File: config.mk
export PLATFORM = sky130hd
export DESIGN_NAME = cpu_axi_bridge
export DESIGN_NICKNAME = d
export VERILOG_FILES = /design/src/rtl/cpu_axi_bridge.sv
export SDC_FILE = /design/constraint.sdc
export NUM_CORES = 1
export LEC_CHECK = 0
export BUFFER_PORTS_ARGS = -buffer_cell sky130_fd_sc_hd__buf_4
export CAP_MARGIN = 15
export CORE_MARGIN = 4
export CORE_UTILIZATION = 30
export DETAILED_ROUTE_END_ITERATION = 10
export HOLD_SLACK_MARGIN = 0.06
export PLACE_DENSITY = 0.69
export REMOVE_ABC_BUFFERS = 1
export SKIP_LAST_GASP = 1
export SLEW_MARGIN = 10
export SYNTH_ARGS = -nofsm -noshare
export SYNTH_HDL_FRONTEND = slang
export SYNTH_SLANG_ARGS = --single-unit
File: constraint.sdc
create_clock -name clk -period 4.8 [get_ports clk]
set_clock_uncertainty 0.1 [all_clocks]
set_input_delay 0.48 -clock clk [delete_from_list [all_inputs] [get_ports clk]]
set_output_delay 0.48 -clock clk [all_outputs]
set_load 0.005 [all_outputs]
File: src/rtl/cpu_axi_bridge.sv
`default_nettype none
// ============================================================================
// Module : cpu_axi_bridge
// Brief  : Fetch and data SRAM-like ports merged onto one AXI3 master,
//          at most one read and one write in flight.
// Rev    : 1.0
// ============================================================================
module cpu_axi_bridge (
  input  logic        clk,
  input  logic        reset,
  input  logic        inst_req,
  input  logic [31:0] inst_addr,
  output logic        inst_addr_ok,
  output logic        inst_data_ok,
  input  logic        data_req,
  input  logic        data_wr,
  input  logic [1:0]  data_size,
  input  logic [3:0]  data_wstrb,
  input  logic [31:0] data_addr,
  input  logic [31:0] data_wdata,
  output logic        data_addr_ok,
  output logic        data_data_ok,
  output logic [31:0] rsp_rdata,
  output logic [31:0] araddr,
  output logic [2:0]  arsize,
  output logic        arvalid,
  input  logic        arready,
  input  logic [31:0] rdata,
  input  logic        rvalid,
  output logic        rready,
  output logic [31:0] awaddr,
  output logic [2:0]  awsize,
  output logic        awvalid,
  input  logic        awready,
  output logic [31:0] wdata,
  output logic [3:0]  wstrb,
  output logic        wvalid,
  input  logic        wready,
  input  logic        bvalid,
  output logic        bready
);

  typedef enum logic [1:0] {
    R_IDLE = 2'd0,
    R_AR   = 2'd1,
    R_R    = 2'd2
  } rd_state_t;

  typedef enum logic [1:0] {
    W_IDLE = 2'd0,
    W_AW   = 2'd1,
    W_B    = 2'd2
  } wr_state_t;

  localparam logic [2:0] c_WORD_SIZE = 3'd2;

  rd_state_t   r_rd_state, w_rd_state_nxt;
  wr_state_t   r_wr_state, w_wr_state_nxt;

  logic [31:0] r_araddr;
  logic [2:0]  r_arsize;
  logic        r_rd_owner;
  logic [31:0] r_awaddr;
  logic [2:0]  r_awsize;
  logic [31:0] r_wdata;
  logic [3:0]  r_wstrb;
  logic        r_aw_done;
  logic        r_w_done;
  logic [31:0] r_rsp_rdata;
  logic        r_inst_ok;
  logic        r_data_rd_ok;
  logic        r_data_wr_ok;
  logic        r_b_defer;

  logic w_both_idle;
  logic w_load_acc;
  logic w_store_acc;
  logic w_inst_acc;
  logic w_rd_acc;
  logic w_ar_hs;
  logic w_r_hs;
  logic w_aw_hs;
  logic w_w_hs;
  logic w_b_hs;
  logic w_wr_want;
  logic w_wr_clash;

  // Loads wait for both channels idle so they can never overtake a store.
  assign w_both_idle = (r_rd_state == R_IDLE) && (r_wr_state == W_IDLE);
  assign w_load_acc  = data_req & ~data_wr & w_both_idle;
  assign w_store_acc = data_req &  data_wr & w_both_idle;
  assign w_inst_acc  = inst_req & w_both_idle & ~(data_req & ~data_wr);
  assign w_rd_acc    = w_load_acc | w_inst_acc;

  assign inst_addr_ok = w_inst_acc;
  assign data_addr_ok = w_load_acc | w_store_acc;

  // Handshakes decoded from state so no path loops back through the valids.
  assign w_ar_hs = (r_rd_state == R_AR) & arready;
  assign w_r_hs  = (r_rd_state == R_R)  & rvalid;
  assign w_aw_hs = (r_wr_state == W_AW) & ~r_aw_done & awready;
  assign w_w_hs  = (r_wr_state == W_AW) & ~r_w_done  & wready;
  assign w_b_hs  = (r_wr_state == W_B)  & bvalid;

  always_ff @(posedge clk or posedge reset) begin
    if (reset) begin
      r_rd_state <= R_IDLE;
      r_wr_state <= W_IDLE;
    end else begin
      r_rd_state <= w_rd_state_nxt;
      r_wr_state <= w_wr_state_nxt;
    end
  end

  always_comb begin
    w_rd_state_nxt = r_rd_state;
    arvalid        = 1'b0;
    rready         = 1'b0;
    case (r_rd_state)
      R_IDLE: if (w_rd_acc) w_rd_state_nxt = R_AR;
      R_AR: begin
        arvalid = 1'b1;
        if (arready) w_rd_state_nxt = R_R;
      end
      R_R: begin
        rready = 1'b1;
        if (rvalid) w_rd_state_nxt = R_IDLE;
      end
      default: w_rd_state_nxt = R_IDLE;
    endcase
  end

  always_comb begin
    w_wr_state_nxt = r_wr_state;
    awvalid        = 1'b0;
    wvalid         = 1'b0;
    bready         = 1'b0;
    case (r_wr_state)
      W_IDLE: if (w_store_acc) w_wr_state_nxt = W_AW;
      W_AW: begin
        awvalid = ~r_aw_done;
        wvalid  = ~r_w_done;
        if ((r_aw_done | (~r_aw_done & awready)) && (r_w_done | (~r_w_done & wready)))
          w_wr_state_nxt = W_B;
      end
      W_B: begin
        bready = 1'b1;
        if (bvalid) w_wr_state_nxt = W_IDLE;
      end
      default: w_wr_state_nxt = W_IDLE;
    endcase
  end

  always_ff @(posedge clk or posedge reset) begin
    if (reset) begin
      r_araddr   <= 32'd0;
      r_arsize   <= 3'd0;
      r_rd_owner <= 1'b0;
      r_awaddr   <= 32'd0;
      r_awsize   <= 3'd0;
      r_wdata    <= 32'd0;
      r_wstrb    <= 4'd0;
      r_aw_done  <= 1'b0;
      r_w_done   <= 1'b0;
    end else begin
      if (w_rd_acc) begin
        r_araddr   <= w_load_acc ? data_addr : inst_addr;
        r_arsize   <= w_load_acc ? {1'b0, data_size} : c_WORD_SIZE;
        r_rd_owner <= w_load_acc;
      end
      if (w_store_acc) begin
        r_awaddr  <= data_addr;
        r_awsize  <= {1'b0, data_size};
        r_wdata   <= data_wdata;
        r_wstrb   <= data_wstrb;
        r_aw_done <= 1'b0;
        r_w_done  <= 1'b0;
      end else begin
        if (w_aw_hs) r_aw_done <= 1'b1;
        if (w_w_hs)  r_w_done  <= 1'b1;
      end
    end
  end

  // A store completion colliding with a load completion slips one cycle.
  assign w_wr_want  = w_b_hs | r_b_defer;
  assign w_wr_clash = w_r_hs & r_rd_owner;

  always_ff @(posedge clk or posedge reset) begin
    if (reset) begin
      r_rsp_rdata  <= 32'd0;
      r_inst_ok    <= 1'b0;
      r_data_rd_ok <= 1'b0;
      r_data_wr_ok <= 1'b0;
      r_b_defer    <= 1'b0;
    end else begin
      if (w_r_hs) r_rsp_rdata <= rdata;
      r_inst_ok    <= w_r_hs & ~r_rd_owner;
      r_data_rd_ok <= w_r_hs &  r_rd_owner;
      r_data_wr_ok <= w_wr_want & ~w_wr_clash;
      r_b_defer    <= w_wr_want &  w_wr_clash;
    end
  end

  assign inst_data_ok = r_inst_ok;
  assign data_data_ok = r_data_rd_ok | r_data_wr_ok;
  assign rsp_rdata    = r_rsp_rdata;
  assign araddr       = r_araddr;
  assign arsize       = r_arsize;
  assign awaddr       = r_awaddr;
  assign awsize       = r_awsize;
  assign wdata        = r_wdata;
  assign wstrb        = r_wstrb;

endmodule
`default_nettype wire
# --- Word-level counts from Yosys, hierarchy flattened ---
# Cells that the tools add are included.
op_classes:
  addsub: 0
  mul: 0
  div: 0
  magnitude_cmp: 0
  eq_ne: 10
  shifts: 0
  muxes: 19
  bitwise_logic: 30
  n_reduce_logical: 8
ops:
  columns: ["operator", "n"]
  rows:
  - ["$mux 32", 1]
  - ["$and 1x1->1", 18]
  - ["$mux 2", 7]
  - ["$pmux 2 s3", 2]
  - ["$ne 2x2->1 const B", 5]
  - ["$mux 1", 9]
  - ["$not 1->1", 6]
  - ["$or 1x1->1", 6]
  - ["$reduce_and 3->1", 2]
  - ["$eq 2x1->1 const B", 2]
  - ["$eq 2x2->1 const B", 2]
  - ["$logic_not 2->1", 2]
  - ["$reduce_bool 2->1", 2]
  - ["$logic_and 1x1->1", 2]
  - ["$ne 2x1->1 const B", 1]
word_totals:
  reg_bits: 148
  latch_bits: 0
  mem_bits_rw: 0
  mem_bits_ro: 0
  in_bits: 144
  wordCells: 83
  memories: 0

# --- Depth between registers and ports, before layout ---
# Gate-level depths: netlist of the first run.
logic_depth:
  depth_word: 7
  ltp_mapped: 5

# --- Worst setup path before layout of the first run ---
# OpenSTA, ideal clock, no wires.
synth_path:
  path_type: "reg2reg"
  from: "register r_rd_state[1]"
  to: "register r_awaddr[0], in the netlist awaddr[0]"
  t_arrival_ps: 1587
  required_time_ps: 4573
  path_slack_ps: 2986
  path_stages_with_launch: 6
  period_less_slack_ps: 1814
  cell_sequence: "dfrtp_1 nor4_4 and3_1 buf_4 buf_6 mux2_1"
synth_between:
  elab_chain_len: 3
synth_lines:
  columns: ["element", "line", "text"]
  rows:
  - ["start, declared", "57", "rd_state_t r_rd_state, w_rd_state_nxt;"]
  - ["start signal, assigned", "110", "r_rd_state <= w_rd_state_nxt;"]
  - ["$logic_not 2->1", "89", "assign w_both_idle = (r_rd_state == R_IDLE) && (r_wr_state == W_IDLE);"]
  - ["$logic_and 1x1->1", "89", null]
  - ["$and 1x1->1", "91", "assign w_store_acc = data_req & data_wr & w_both_idle;"]
  - ["end signal, assigned", "172", "r_awaddr <= data_addr;"]
  - ["end, declared", "63", "logic [31:0] r_awaddr;"]
# No other way between the ends.
# A chain may end at the register's enable or synchronous reset.

# --- Worst setup path after layout of the first run ---
layout_path:
  from: "register r_rd_state[1]"
  to: "register r_wdata[31], in the netlist wdata[31]"
layout_between:
  elab_chain_len: 3
layout_lines:
  columns: ["element", "line", "text"]
  rows:
  - ["$logic_not 2->1", "89", null]
  - ["$logic_and 1x1->1", "89", null]
  - ["$and 1x1->1", "91", null]
  - ["end signal, assigned", "174", "r_wdata <= data_wdata;"]
  - ["end, declared", "65", "logic [31:0] r_wdata;"]
# No other way between the ends.

==> summary.txt, run 1 <==
Outcome
  – Status: finished clean

Routing
  – Routed WL: 17860 um
  – Post-route ant nets: 0
  – Number of remaining DRC errors: 0
  – Initial DRC count: 147
  – Via count: 4632
  – Routed vias/inst: 4.727
  – Initial DRT Pass Iterations: 4
  – WL/cell: 18.22 um

Floorplanning
  – Die W: 149.9 um
  – Die area: 22470 um2
  – Io pins: 291
  – Rows: 51
  – Core area: 19650 um2
  – Initial core utilization: 0.3073
  – Die height: 149.9 um

Worst setup path
  – CP Launch Type: flop
  – FF-to-FF path depth: 3
  – Reg2reg setup slack: 2.27 ns
  – Worst path slowest cell: and3_4
  – Critical Path RT: 5.00 ns
  – Crit path arrival time: 2.73 ns
  – CP Class: flop to flop
  – Crit. Startpoint: r_rd_state[1]
  – Crit-path cells: nor4_4 -> and3_4 -> mux2_2
  – Worst r2r src: r_rd_state[1]
  – R2R Path End: wdata[31]
  – Crit Path Max Fanout: 73
  – Max incr delay on CP: 0.96 ns
  – Critical path capture point type: flop

STA
  – Period utilization: 0.5277
  – Final hold viol count: 0
  – Final hold slack: 0.08517 ns
  – Worst-Margin Slew: 1.124 ns
  – Fmax: 0.3948 GHz
  – Unrepaired setup endpoints after global routing: false
  – Fin crit period: 2.533 ns
  – # setup viols final: 0
  – Max-slew headroom: 0.2477
  – Count of final max-slew check failures: 0
  – Setup TNS: 0 ns

GRT
  – Antenna violations before repair: 0
  – Vias in the first global route: 4732
  – First-pass GRT wire length: 26620 um
  – GRT Total Usage: 0.1534
  – Total grt overflow: 0
  – Largest net degree at the start of global routing: 80

Yosys
  – Mapped cell area: 6040 um2
  – Synth Area in Simple Gates: 0.06982
  – Share of the synthesized area in the top cell type: 0.6091
  – Register area share after synthesis: 0.6091
  – Asr flop ratio synth: 1.000
  – Main combinational cell family by area after synthesis: multiplexers
  – EDFF count, synth: 0
  – Post-synthesis mux area share: 0.1902
  – Area leader, netlist: dfrtp_1
  – Top post-synthesis cells by area: dfrtp_1 61%, mux2_1 12%, mux2_2 6.5%
  – Yosys warning total: 0
  – Netlist cell types: 30
  – Xor and xnor area share after synthesis: 0
  – Synthesis-stage register bit count: 147
  – Synth Instances: 423
  – Main synth FF type: dfrtp_1
  – Synth Area in Adders: 0
  – Syn Area/Cell: 14.28 um2
  – Synth Area in Compound Gates: 0.09426

Clocking
  – Hold buffers post-CTS: 0
  – TritonCTS clock tree: built
  – Clock buffer count from CTS: 17
  – Post-CTS setup buffer count: 0
  – CTS resizes: 0
  – Clock Tree Root: clkbuf_16
  – Worst skew pair latency: 0.42 ns
  – Clock Path Buffers: 2
  – CTS H-tree lvls: 4
  – Clk sinks: 147
  – Clock slew at reported path FFs: 0.06 ns

Placement
  – PortBufs: 288
  – Area after DPL: 8401 um2
  – GP Congestion: 0.7465
  – Post-DP HPWL: 12460 um
  – DP Cell Count: 948

Power and ir drop
  – Overall power consumption: 5.691 mW
  – Leak Pwr: 4.385 nW
  – Pwr Density: 632.8 nW/um2
  – Maximum vdd ir drop: 0.2642 mV

Final layout
  – Post-route design area: 8994 um2
  – N_diodes: 0
  – Commonest cells after routing, fill and taps aside: 293 x buf_4, 147 x dfrtp_1, 67 x mux2_1, 35 x mux2_2, 33 x o2bb2ai_1
  – Non-Filler Instances: 980
  – Layout cells sized above 1: 0.5091
  – Synth-to-Final Area Change: 48.91%
  – Layout net count: 846
  – Commonest non-fill, non-tap cell in the layout: buf_4
  – Fillers: 1854

Run
  – Max Cap Violations: 0

Worst hold path
  – Hold Path Class: input pin to asynchronous set/reset pin
routing by layer:
| layer | share of wire | track usage | vias to the layer above |
|---|---|---|---|
| met5 | 0 | 0 | - |
| met4 | 0.018 | 0.05535 | 0 |
| met3 | 0.12 | 0.06602 | 20 |
| met2 | 0.47 | 0.2453 | 223 |
| met1 | 0.39 | 0.1845 | 2282 |
| li1 | - | - | 2107 |
cell type report:
cell class	instances	area (um2)	area share
clock inverters	13	150.1	0.01669
repair buffers	293	2200	0.2446
inverters	6	27.53	0.003061
flip-flops and latches	147	3679	0.4090
well taps	265	331.6	0.03687
clock buffers	19	442.9	0.04925
multi-input cells	237	2163	0.2405
cell usage after synthesis, types with 6 or more instances:
cell / n
mux2_2: 35
mux2_1: 67
and3b_1: 32
clkbuf_1: 21
nor2_1: 6
dfrtp_1: 147
buf_6: 7
a21oi_1: 6
o2bb2ai_1: 33
a31oi_1: 32
inv_1: 6
through the flow:
step	util	setup WS, ns
6_report	0.4576	2.267
5_1_grt	0.4576	2.109
4_1_cts	0.4576	2.227
3_5_place_dp	0.4274	2.238
3_3_place_gp	0.4274	2.273
2_1_floorplan	-	0.2687
worst max path at each step:
stage | endpoint | depth (start not counted) | slack [ns]
after floorplan | araddr[0] | 1 | 0.27
after global placement | wdata[31] | 3 | 2.27
after detailed placement | wdata[31] | 3 | 2.24
after CTS | wdata[31] | 3 | 2.23
after global routing | wdata[9] | 3 | 2.11
final | wdata[31] | 3 | 2.27
critical path: cells and delay by family (launching register included):
kind             cells  cell delay [ns]
AND/OR/NAND/NOR      2             1.45
flip-flops           1             0.42
multiplexers         1             0.42
flip-flops by register name (all words and copies together), names as in the netlist:
register	cells
r_aw_done	1
r_wr_state	2
r_b_defer	1
arsize	2
awaddr	32
wstrb	4
awsize	2
r_data_wr_ok	1
rsp_rdata	32
araddr	32
r_rd_owner	1
r_w_done	1
r_data_rd_ok	1
inst_data_ok	1
r_rd_state	2
wdata	32
power by group:
part	internal (mW)	total, mW	switching [mW]
Sequential	1.85	2.17	0.321
Combinational	1.29	2.17	0.884
Clock	0.789	1.35	0.558
Total	3.93	5.69	1.76
cells by family after synthesis:
kind of cell	Yosys count
flip-flops	147
multiplexers	102
other	1
AND/OR/NAND/NOR	55
AO/OA/AOI/OAI	78
buffers and inverters	40
(Power assumes the default switching activity.)
==> run 2, diff against run 1 <==
--- a/config.mk
+++ b/config.mk
@@ -5,6 +5,7 @@
 export SDC_FILE = /design/constraint.sdc
 export NUM_CORES = 1
 export LEC_CHECK = 0
+export ABC_AREA = 1
 export BUFFER_PORTS_ARGS = -buffer_cell sky130_fd_sc_hd__buf_4
 export CAP_MARGIN = 15
 export CORE_MARGIN = 4
==> constraint.sdc (replaced) <==
create_clock -name clk -period 2.1 [get_ports clk]
set_clock_uncertainty 0.1 [all_clocks]
set_input_delay 0.21 -clock clk [delete_from_list [all_inputs] [get_ports clk]]
set_output_delay 0.21 -clock clk [all_outputs]
set_load 0.005 [all_outputs]
==> summary.txt, run 2 <==
GRT
  – Largest net degree at the start of global routing: 61 (was 80)
  – Vias in the first global route: 6825 (was 4732)
  – Antenna violations before repair: 1 (was 0)
  – GRT Total Usage: 0.1881 (was 0.1534)
  – Total grt overflow: 0 (unchanged)
  – First-pass GRT wire length: 36020 um (was 26620 um)

STA
  – Period utilization: 0.9025
  – Count of final max-slew check failures: 0 (unchanged)
  – Max-slew headroom: 0.5634 (was 0.2477)
  – Final hold viol count: 0 (unchanged)
  – # setup viols final: 0 (unchanged)
  – Worst-Margin Slew: 0.6539 ns (was 1.124 ns)
  – Final WS setup: 0.2048 ns (was 2.267 ns)
  – Fin crit period: 1.895 ns
  – Unrepaired setup endpoints after global routing: false (unchanged)
  – Fmax: 0.5277 GHz
  – Setup TNS: 0 ns (unchanged)
  – Final hold slack: 0.2480 ns (was 0.08517 ns)

Yosys
  – Top post-synthesis cells by area: dfrtp_1 59%, nand2_1 19%, nand3_1 5.2% (was dfrtp_1 61%, mux2_1 12%, mux2_2 6.5%)
  – Top-count cell post-synth: nand2_1 (was dfrtp_1)
  – EDFF count, synth: 0 (unchanged)
  – Synthesis-stage register bit count: 147 (unchanged)
  – Yosys warning total: 0 (unchanged)
  – Synth Instances: 751 (was 423)
  – Mapped cell area: 6287 um2 (was 6040 um2)
  – Register area share after synthesis: 0.5851 (was 0.6091)
  – Syn Area/Cell: 8.372 um2 (was 14.28 um2)
  – Area leader, netlist: dfrtp_1 (unchanged)
  – Main synth FF type: dfrtp_1 (unchanged)
  – Asr flop ratio synth: 1.000 (unchanged)
  – Share of the synthesized area in the top cell type: 0.5851 (was 0.6091)
  – Netlist cell types: 27 (was 30)
  – Commonest cells post-synth: 316 x nand2_1, 147 x dfrtp_1, 81 x inv_1 (was 147 x dfrtp_1, 67 x mux2_1, 35 x mux2_2)

Clocking
  – CTS H-tree lvls: 4 (unchanged)
  – Clock buffer count from CTS: 17 (unchanged)
  – Clock Path Buffers: 2 (unchanged)
  – CTS resizes: 0 (unchanged)
  – Clock slew at reported path FFs: 0.06 ns (about the same)
  – TritonCTS clock tree: built (unchanged)
  – Clk sinks: 147 (unchanged)
  – Worst skew pair latency: 0.41 ns (was 0.42 ns)
  – Clock Tree Root: clkbuf_16 (unchanged)
  – Post-CTS setup buffer count: 0 (unchanged)

Routing
  – Routed vias/inst: 4.521 (was 4.727)
  – Post-route ant nets: 0 (unchanged)
  – Routed WL: 22240 um (was 17860 um)
  – Number of remaining DRC errors: 0 (unchanged)
  – Initial DRC count: 298 (was 147)
  – Via count: 6569 (was 4632)
  – Initial DRT Pass Iterations: 5 (was 4)
  – WL/cell: 15.31 um (was 18.22 um)

Floorplanning
  – Rows: 52 (was 51)
  – Core area: 20430 um2 (was 19650 um2)
  – Die height: 152.8 um (was 149.9 um)
  – Io pins: 291 (unchanged)
  – Die W: 152.8 um (was 149.9 um)
  – Initial core utilization: 0.3078 (was 0.3073)
  – Die area: 23340 um2 (was 22470 um2)

Power and ir drop
  – Overall power consumption: 13.39 mW (was 5.691 mW)
  – Pwr Density: 1248 nW/um2 (was 632.8 nW/um2)
  – Leak Pwr: 5.872 nW (was 4.385 nW)
  – Maximum vdd ir drop: 0.5997 mV (was 0.2642 mV)

Outcome
  – Status: finished clean (unchanged)

Worst setup path
  – Crit Path Max Fanout: 33 (was 73)
  – Critical path capture point type: output port (was flop)
  – Critical Path RT: 1.79 ns (was 5.00 ns)
  – Crit path arrival time: 1.59 ns (was 2.73 ns)
  – CP Class: flop to output port (was flop to flop)
  – CP Launch Type: flop (unchanged)

Worst hold path
  – Hold Path Class: input pin to asynchronous set/reset pin (unchanged)

Final layout
  – Layout cells sized above 1: 0.2944 (was 0.5091)
  – Commonest cells after routing, fill and taps aside: 316 x nand2_1, 299 x buf_4, 147 x dfrtp_1, 141 x dlygate4sd3_1, 80 x inv_1 (was 293 x buf_4, 147 x dfrtp_1, 67 x mux2_1, 35 x mux2_2, 33 x o2bb2ai_1)
  – Post-route design area: 10730 um2 (was 8994 um2)
  – Layout net count: 1314 (was 846)
  – Synth-to-Final Area Change: 70.63% (was 48.91%)
  – Commonest non-fill, non-tap cell in the layout: nand2_1 (was buf_4)

Placement
  – Post-DP HPWL: 14160 um (was 12460 um)
  – PortBufs: 288 (unchanged)
  – Dpl ws: 0.3886 ns (was 2.238 ns)
  – Area after DPL: 8750 um2 (was 8401 um2)
  – GP Congestion: 0.8020 (was 0.7465)

Run
  – Max Cap Violations: 0 (unchanged)
run 2: changes by cell type in the layout (fill, tap and decap cells not counted), sizes merged, moves of 34 or more:
cell,before,now
dlygate4sd3,0,141
inv,10,86
mux2,102,0
nand2,1,318
nand3,0,66
o21ai,2,36
run 2: routing by layer:
metal / share of wire / GRT usage
met1: 0.42 / 0.2372
met2: 0.48 / 0.3165
met3: 0.082 / 0.05254
met5: 0 / 0
met4: 0.017 / 0.05558
run 2: layout make-up:
class,count,area (um2)
Clock buffer,18,439.2
Timing Repair Buffer,444,3736
Multi-Input combinational cell,478,2096
Tap cell,270,337.8
Antenna cell,1,2.502
Clock inverter,13,125.1
Sequential cell,147,3679
Fill cell,1819,9702
Inverter,82,312.8
run 2: cell families (layout without fill, tap and decap cells):
group,after synthesis,count (layout),synth area share
buffers and inverters,127,557,0.08398
AND/OR/NAND/NOR,434,434,0.2933
AO/OA/AOI/OAI,42,42,0.03701
other,1,3,0.0005964
flip-flops,147,147,0.5851
run 2: path summary, 6_finish.rpt:
kind | endpoint | cells after the start | startpoint | slack, ns
min in group clk | araddr[3] | 6 | data_wr | 0.27
worst min-delay path | wdata[24] | 3 | reset | 0.25
max in group asynchronous | awaddr[25] | 4 | reset | 0.98
worst min register to register | inst_data_ok | 1 | r_rd_owner | 0.33
worst max register to register | araddr[24] | 7 | r_rd_state[1] | 0.36
worst max-delay path | rready | 4 | r_rd_state[1] | 0.20
run 2: power breakdown:
part           switching, mW  internal (mW)
sequential             0.799           4.13
combinational           2.79           2.73
clock                   1.27           1.67
total                   4.86           8.52
run 2: repair_timing:
item,4_1_cts,5_1_grt
hold buffers,141,0
endpoints found under the hold margin,177,0
endpoints found under the setup margin,0,0
run 2: worst max-delay path: stages (launching register included):
cell and delay [ns]:
dfrtp_1 0.43, inv_1 0.09, nor2_2 0.12, buf_4 0.34, buf_4 0.18
run 2: through the flow:
stage	utilization	cells
finish	0.5251	1453
global route	0.5251	1453
global placement	0.4283	1280
floorplan	-	707
CTS	0.5250	1452
detailed placement	0.4283	1280
==> run 3, diff against run 2 <==
--- a/config.mk
+++ b/config.mk
@@ -10,9 +10,11 @@
 export CAP_MARGIN = 15
 export CORE_MARGIN = 4
 export CORE_UTILIZATION = 30
+export CTS_BUF_LIST = sky130_fd_sc_hd__clkbuf_4 sky130_fd_sc_hd__clkbuf_8
 export DETAILED_ROUTE_END_ITERATION = 10
 export HOLD_SLACK_MARGIN = 0.06
 export PLACE_DENSITY = 0.69
+export RECOVER_POWER = 50
 export REMOVE_ABC_BUFFERS = 1
 export SKIP_LAST_GASP = 1
 export SLEW_MARGIN = 10
==> summary.txt, run 3 (synthesis gave the netlist of run 2 again) <==
Clocking
  – TritonCTS clock tree: built (unchanged)
  – Clk sinks: 147 (unchanged)
  – Clock slew at reported path FFs: 0.09 ns (was 0.06 ns)
  – Clock Tree Root: clkbuf_8 (was clkbuf_16)
  – CTS H-tree lvls: 4 (unchanged)
  – Clock buffer count from CTS: 17 (unchanged)
  – CTS resizes: 0 (unchanged)
  – Clock Path Buffers: 2 (unchanged)
  – Worst skew pair latency: 0.42 ns (was 0.41 ns)

GRT
  – First-pass GRT wire length: 36040 um (was 36020 um)
  – Vias in the first global route: 6855 (was 6825)
  – Antenna violations before repair: 1 (unchanged)
  – GRT Total Usage: 0.1878 (was 0.1881)
  – Total grt overflow: 0 (unchanged)
  – Largest net degree at the start of global routing: 61 (unchanged)

Placement
  – Post-DP HPWL: 14160 um (unchanged)
  – PortBufs: 288 (unchanged)
  – GP Congestion: 0.8020 (unchanged)
  – Dpl ws: 0.3886 ns (unchanged)

Worst setup path
  – Worst path slowest cell: dfrtp_1 (unchanged)
  – Crit path arrival time: 1.61 ns (was 1.59 ns)
  – FF-to-FF path depth: 7 (unchanged)
  – Critical path capture point type: output port (unchanged)
  – Crit-path cells: inv_1 -> nor2_2 -> buf_4 -> buf_4 (unchanged)
  – Reg2reg setup slack: 0.36 ns (about the same)
  – Top cell by count, worst path: buf_4 (unchanged)
  – CP Class: flop to output port (unchanged)
  – Crit path buf inv count: 3 (unchanged)
  – Worst r2r src: r_rd_state[1] (unchanged)
  – Critical Path RT: 1.79 ns (about the same)
  – Crit Path Max Fanout: 33 (unchanged)
  – Max incr delay on CP: 0.44 ns (was 0.43 ns)
  – R2R Path End: araddr[24] (unchanged)
  – Critical Path Stages: 4 (unchanged)
  – CP Launch Type: flop (unchanged)
  – CP delay by family, top: buffers and inverters (unchanged)

Final layout
  – Synth-to-Final Area Change: 65.89% (was 70.63%)
  – Layout net count: 1313 (was 1314)
  – Fin util: 0.5105 (was 0.5251)
  – Fillers: 1866 (was 1819)
  – Commonest non-fill, non-tap cell in the layout: nand2_1 (unchanged)
  – Layout cells sized above 1: 0.2752 (was 0.2944)
  – Area of the multi-input gates: 2096 um2 (unchanged)
  – Commonest cells after routing, fill and taps aside: 316 x nand2_1, 227 x buf_4, 147 x dfrtp_1, 140 x dlygate4sd3_1, 80 x inv_1 (was 316 x nand2_1, 299 x buf_4, 147 x dfrtp_1, 141 x dlygate4sd3_1, 80 x inv_1)
  – Seq. cell area: 3679 um2 (unchanged)

STA
  – Worst-Margin Slew: 0.8659 ns (was 0.6539 ns)
  – Unrepaired setup endpoints after global routing: false (unchanged)
  – # setup viols final: 0 (unchanged)
  – Period utilization: 0.9122 (was 0.9025)
  – Final hold viol count: 0 (unchanged)
  – Fmax: 0.5220 GHz (was 0.5277 GHz)
  – Fin crit period: 1.916 ns (was 1.895 ns)
  – Max-slew headroom: 0.4215 (was 0.5634)
  – Count of final max-slew check failures: 0 (unchanged)
  – Final WS setup: 0.1843 ns (was 0.2048 ns)

Floorplanning
  – Core area: 20430 um2 (unchanged)
  – Die area: 23340 um2 (unchanged)
  – Rows: 52 (unchanged)
  – Die height: 152.8 um (unchanged)
  – Die W: 152.8 um (unchanged)
  – Io pins: 291 (unchanged)
  – Initial core utilization: 0.3078 (unchanged)

Routing
  – Number of remaining DRC errors: 0 (unchanged)
  – Routed vias/inst: 4.535 (was 4.521)
  – Initial DRC count: 265 (was 298)
  – Initial DRT Pass Iterations: 5 (unchanged)
  – Post-route ant nets: 0 (unchanged)
  – Via count: 6585 (was 6569)
  – WL/cell: 15.24 um (was 15.31 um)
  – Routed WL: 22130 um (was 22240 um)

Power and ir drop
  – Pwr Density: 1185 nW/um2 (was 1248 nW/um2)
  – Maximum vdd ir drop: 0.5849 mV (was 0.5997 mV)
  – Leak Pwr: 5.668 nW (was 5.872 nW)

Worst hold path
  – Hold Path Class: input pin to flop (was input pin to asynchronous set/reset pin)
  – Hold_sp: data_wr
  – Hold Crit Depth: 6
  – Hold Path End: araddr[29]

Run
  – Max Cap Violations: 0 (unchanged)

Outcome
  – Status: finished clean (unchanged)
run 3: cell count changes in the layout (fill, tap and decap cells not counted), sizes merged:
cell	previous run	this run
clkbuf	18	89
clkinvlp	2	3
inv	86	85
dlygate4sd3	141	140
buf	303	232
run 3: stage by stage:
step	setup TNS (ns)	cells	power, mW	area, um2	hold slack [ns]
after floorplan	-360.91	707	7.021	6071	0.1963
after global placement	0	1280	10.11	8750	0.1422
after detailed placement	0	1280	10.24	8750	0.1380
after CTS	0	1451	12.66	10520	0.1977
after global routing	0	1452	13.32	10430	0.2398
final	0	1452	12.36	10430	0.2542
run 3: routing by layer:
metal	wire length (um)	vias up	global-route usage	share of wire
met5	0	-	0	0
met4	437	0	0.05812	0.020
met3	1736	29	0.05141	0.078
met2	10590	293	0.3151	0.48
met1	9363	3085	0.2371	0.42
li1	-	3178	-	-
run 3: area by class of cell:
cell class / instances / share of cell area
Sequential cell: 147 / 0.3527
Timing Repair Buffer: 443 / 0.3481
Multi-Input combinational cell: 478 / 0.2009
Tap cell: 270 / 0.03239
Inverter: 82 / 0.02987
Clock buffer: 18 / 0.02375
Clock inverter: 13 / 0.01200
Antenna cell: 1 / 0.0002399
run 3: timing repair:
item | 4_1_cts | 5_1_grt
setup buffers | 0 | 0
endpoints found under the hold margin | 263 | 0
hold buffers | 140 | 0
run 3: tightest hold or removal path, cell delays in order:
cell     delay (ns)
buf_4          0.11
nor2_2         0.06
buf_4          0.17
nand4_1        0.07
nand3_1        0.07
nand2_1        0.05
run 3: worst max path at each step:
stage / start / to
2_1_floorplan: reset / araddr[0]
3_3_place_gp: r_rd_state[1] / araddr[29]
3_5_place_dp: r_wr_state[0] / araddr[24]
4_1_cts: r_rd_state[1] / rready
5_1_grt: r_rd_state[1] / rready
6_report: r_rd_state[1] / rready
run 3: where the power goes:
part	switching, mW	internal [mW]	leakage [nW]
combinational	2.79	2.53	3.64
clock	1.17	0.980	0.186
sequential	0.783	4.12	1.84
total	4.74	7.62	5.67
